## config.mk

```make
export PLATFORM = sky130hd
export DESIGN_NAME = settle_timer
export DESIGN_NICKNAME = d
export VERILOG_FILES = /design/src/rtl/tt_sweep_checker_pkg.sv /design/src/rtl/tt_sweep_checker_settle_timer.sv
export SDC_FILE = /design/constraint.sdc
export NUM_CORES = 1
export LEC_CHECK = 0
export CAP_MARGIN = 20
export CORE_AREA = 2 2 39 41
export DETAILED_ROUTE_END_ITERATION = 7
export DIE_AREA = 0 0 41 43
export PLACE_DENSITY_LB_ADDON = 0.12
export SLEW_MARGIN = 20
export SYNTH_ARGS = -nofsm -noshare
export SYNTH_HDL_FRONTEND = slang
export SYNTH_SLANG_ARGS = --single-unit
```

## constraint.sdc

```tcl
create_clock -name clk -period 3.2 [get_ports clk]
set_input_delay 0.96 -clock clk [delete_from_list [all_inputs] [get_ports clk]]
set_output_delay 0.96 -clock clk [all_outputs]
set_load 0.1 [all_outputs]
```

## src/rtl/tt_sweep_checker_pkg.sv

```systemverilog
// Shared definitions for the truth-table sweep checker: FSM encoding, default
// geometry and the settle-counter width rule.
package tt_sweep_checker_pkg;

    localparam int DEF_N_IN   = 3;
    localparam int DEF_SETTLE = 5;

    typedef enum logic [1:0] {
        ST_IDLE   = 2'd0,
        ST_RUN    = 2'd1,
        ST_FINISH = 2'd2
    } state_t;

    // Width needed to hold SETTLE, never narrower than one bit.
    function automatic int cnt_width(input int settle);
        return (settle < 1) ? 1 : $clog2(settle + 1);
    endfunction

endpackage

```

## src/rtl/tt_sweep_checker_settle_timer.sv

```systemverilog
// Load/decrement hold counter; zero marks the cycle in which the current
// input vector has settled long enough to be sampled.
module settle_timer
    import tt_sweep_checker_pkg::*;
#(
    parameter int SETTLE = DEF_SETTLE
) (
    input  logic clk,
    input  logic rst,
    input  logic load,
    input  logic dec,
    output logic zero
);

    localparam int CW = cnt_width(SETTLE);
    localparam logic [CW-1:0] LOAD_VAL = CW'(SETTLE);

    logic [CW-1:0] cnt;

    // NOTE: sequential state uses non-blocking assignments so every register
    // samples pre-edge values; blocking here would create order-dependent races.
    always_ff @(posedge clk) begin
        if (rst) begin
            cnt <= '0;
        end else if (load) begin
            cnt <= LOAD_VAL;
        end else if (dec && (cnt != '0)) begin
            cnt <= cnt - CW'(1);
        end
    end

    assign zero = (cnt == '0);

endmodule

```

After elaboration in Yosys (flattened, before gate mapping)
Cells that the tools add are included.

Bits in registers: 3. Input port bits: 4. Output and inout port bits: 1. Logic and storage cells: 10.

$add $sub $neg: 1. Mux-type cells: 2. Reductions and logical operators: 5.

Operators with widths (count): $mux W3 (2); $logic_not A3 Y1 (1); $reduce_bool A3 Y1 (1); $sub A3 B1 Y3 const B (1); $reduce_bool A2 Y1 (1); $reduce_or A2 Y1 (1); $logic_and A1 B1 Y1 (1).

Depth between registers and ports, before layout
Depth in word-level cells: 4. Gate-level depth with buffers: 5. Mapped depth without buffers: 5.

Least setup slack after synthesis
Ideal clock, no wire load.

Path type: register to output. From: reg cnt[0]. To: out zero. Arrival: 1225 ps. Data required time: 2240 ps. Path slack: 1015 ps. Cell stages (with the launch flop): 5. Path buffers: 0. Cell sequence: dfxtp_1 > inv_1 > ha_1 > nand2b_4 > inv_1.

Longest elaborated chain between the ends: 1.

Ends and longest elaborated chain: from (decl) (line tt_sweep_checker_settle_timer.sv:18) `logic [CW-1:0] cnt;`; from (signal assigned) (line tt_sweep_checker_settle_timer.sv:28) `cnt <= cnt - CW'(1);`; $logic_not A3 Y1 (line tt_sweep_checker_settle_timer.sv:32) `assign zero = (cnt == '0);`; to (decl) (line tt_sweep_checker_settle_timer.sv:12) `output logic zero`.

No other way between the ends.

Worst setup path after layout
Same ends and word-level chain as after synthesis.

==> impl.org <==
** Outcome
- The run finished with clean final reports.

** Flow run
- Count of max-cap constraint violations :: 0

** Timing
- Timing would allow up to 0.451 GHz.
- Count of endpoints failing setup in the final report :: 0
- The worst pin sits at a relative slew slack of 81.7%.
- Worst setup skew after layout :: 6.93 ps
- Time the worst path needs with I/O delays and setup :: 2220 ps
- The number of pins exceeding their max-slew limit in the final report is 0.
- After routing, the total negative slack on setup checks comes to 0 ps.
- Count of final hold-check violations :: 0
- Setup repair after global routing left no endpoint under its margin.
- Share of the clock period used by the worst path :: 69.2%
- For the pin with the worst max-slew slack, the measured transition is 277 ps.

** Layout
- Commonest cells after routing, fill and taps aside :: sky130_fd_sc_hd__inv_1 (3), sky130_fd_sc_hd__clkbuf_4 (3), sky130_fd_sc_hd__dfxtp_1 (3), sky130_fd_sc_hd__clkdlybuf4s50_1 (3)
- Antenna fix cells :: 0
- The register with the most flip-flops in the layout has 3 of them.
- Final Util :: 19.3%
- Share of final-layout standard cells stronger than drive strength 1 :: 25.9%
- Filler Cell Count :: 164
- Area growth from synthesis to layout :: 45.6%
- cnt holds more flip-flops than any other register.
- With fillers left out, the area of the finished cells amounts to 268 um^2.
- Total Nets Final :: 34
- The largest registers in the layout are cnt x3.

** Clocking
- Clock-pin slew was measured on the worst setup and hold paths at 40 ps.
- No sink is reached through more buffers than the 2 on the longest clock path.
- Hold repair after CTS inserted 0 buffers.
- Number of buffers created by CTS :: 3
- For the worst-skew pair, the clock arrives at the later sink with an insertion delay of 230 ps.
- In this run the post-CTS setup repair buffer count came out at 0.
- CTS built an H-tree with a depth of 1.
- TritonCTS built the clock tree.
- In this run the clock root is driven by a sky130_fd_sc_hd__clkbuf_4.
- CTS sink count :: 3
- Once the clock tree was built, the resizer swapped 0 gates to a different size.

** Setup path
- In this design, the critical path's most frequently occurring cell is sky130_fd_sc_hd__inv_1.
- The largest individual stage delay along the critical path comes from the cell sky130_fd_sc_hd__dfxtp_1.
- The worst setup path is launched from a flip-flop.
- CP Cell Sequence :: inv_1 > ha_1 > nand2b_4 > inv_1 > buf_4
- Critical Path Max Stage Delay :: 310 ps
- Reg2Reg Setup Slack :: 2050 ps
- STA puts the critical path data arrival time at 1260 ps.
- By startpoint and endpoint, the worst setup path is classified as flip-flop to output pin.
- Worst EP required :: 2240 ps
- Maximum fanout encountered on the critical timing path :: 5
- Element type at the critical path end :: output pin

** Worst hold path
- The min-delay analysis places its worst path in the category flip-flop to flip-flop.

** Logic synthesis
- The Yosys step of the flow raised 0 warnings.
- Simple logic cell fraction of the synthesized area :: 29.9%
- Synthesis produced a netlist with a net count of 25.
- Counting flops and latches in the post-synthesis netlist gives 3.
- In this run the cell area of the synthesized design comes to 184 um^2.
- Of the total synthesized cell area, the portion taken by full adders, half adders and majority gates is 13.6%.
- Dominant combinational cell family by area after synthesis :: simple AND/OR/NAND/NOR gates
- Number of cells produced by synthesis :: 19
- Of the total synthesized cell area, the portion taken by XOR and XNOR cells is 0%.
- The share of the Yosys chip area taken by registers is 32.7%.
- The synthesized netlist contains 13 unique library cells.
- Post-synthesis compound-gate area fraction :: 17.7%
- Proportion of synthesized area in mux cells :: 0%
- Averaged over all synthesized cells, the footprint is 9.68 um^2.

** Route
- Number of detailed-routing iterations run before antenna repair :: 2
- In the routed design, unresolved DRC markers number 0.
- Via count :: 163
- The count of nets left with antenna violations once routing finished came out at 0.
- Total wire length :: 375 um
- Average wire per standard cell :: 8.72 um
- Vias per cell :: 3.79
- DRC marker count from the first detailed-route iteration :: 2

** Global route
- Vias in the first global route :: 162
- Wire length of the first global-routing pass :: 662 um
- Aggregate global routing overflow :: 0
- Initial antenna violation count :: 0
- Maximum number of pins on one net before global-route repair :: 7
- For this run, the total global-route usage over all layers was measured as 6.32%.

** Power
- Pwr Total :: 0.148 mW
- Net Sw Power :: 0.0461 mW
- Combinational logic is responsible for 26.3% of the overall power.
- Internal power of the cells :: 0.102 mW
- IR analysis of the VDD net gives a maximum drop of 0.155 mV.
- The share of total power dissipated in sequential elements is 28.7%.
- Net switching is 31.2% of the power.
- Leakage power total :: 0.114 nW
- Clock network power share :: 45.0%
- Dividing total power by cell area gives a power density of 553 nW/um^2.

** Placed design
- Cell area after placement :: 241 um^2
- At the end of routability-driven placement, the weighted congestion stood at 0.690.
- After legalization and detailed placement, the total HPWL measured 295 um.
- In this run the tool buffered the top-level ports with 4 buffer cells.

** Floorplan
- The die is 41 um wide.
- In this run the vertical extent of the chip is 43 um.
- Initial core utilization :: 13.3%
- The die covers 1760 um^2.
- Area of the core region :: 1380 um^2
- Row generation in the floorplan step produced 14 rows.
- Top Ports :: 5
## layer usage
metal	routed length, um	part of all wire (%)	global-route usage [%]
met5	0	0	0
met4	0	0	6.00
met3	10	2.7	4.71
met2	188	50	8.13
met1	176	47	6.09
## logic make-up (layout without fill, tap and decap cells)
| family | count (synthesis) | count (layout) |
|---|---|---|
| AND/OR/NAND/NOR | 7 | 7 |
| flip-flops | 3 | 3 |
| AO/OA/AOI/OAI | 4 | 4 |
| buffers and inverters | 3 | 11 |
| adder cells (fa/ha/maj) | 2 | 2 |
## synthesized netlist by cell type, drive strengths merged
| cell type | instances | area (um^2) |
|---|---|---|
| a211oi | 1 | 7.51 |
| a21boi | 1 | 11.3 |
| a21oi | 1 | 5.00 |
| a311oi | 1 | 8.76 |
| and3 | 1 | 6.26 |
| and4b | 1 | 10.0 |
| dfxtp | 3 | 60.1 |
| ha | 2 | 25.0 |
| inv | 3 | 11.3 |
| nand2b | 1 | 13.8 |
| nor2 | 2 | 7.51 |
| nor3 | 1 | 5.00 |
| nor4 | 1 | 12.5 |
## critical path: cells and delay by family (launching register included)
kind,cells,cell delay [ps]
fa+ha+maj,1,220
buf+inv,3,410
simple gates,1,80
flops,1,310
## stage by stage
step | hold WS, ps | std cells | setup slack, ps
floorplan | 525 | 19 | 1010
global placement | 562 | 39 | 1120
detailed placement | 554 | 39 | 1140
CTS | 558 | 43 | 967
global route | 619 | 43 | 897
finish | 559 | 43 | 985
## cell type report
cell class	count	area, um^2	share of cell area [%]
sequential	3	60.1	22.4
inverter	3	11.3	4.21
multi-input combinational	13	113	42.1
clock buffer	4	26.3	9.81
timing repair buffer	4	37.5	14.0
tap	16	20.0	7.48
## power by group through the flow
stage	Clock, mW	Sequential (mW)	Combinational [mW]
final	0.0666	0.0424	0.0390
after global routing	0.0736	0.0429	0.0423
after CTS	0.0703	0.0424	0.0393
after detailed placement	0	0.0430	0.0390
after global placement	0	0.0432	0.0395
after floorplan	0	0.0425	0.0283
## worst paths after layout
kind	start	to	cells past startpoint
worst max-delay path	cnt[0]	zero	5
worst min-delay path	cnt[1]	cnt[1]	2
worst max register to register	cnt[0]	cnt[2]	5
worst min register to register	cnt[1]	cnt[1]	2
Power figures use the tool's default switching activity.
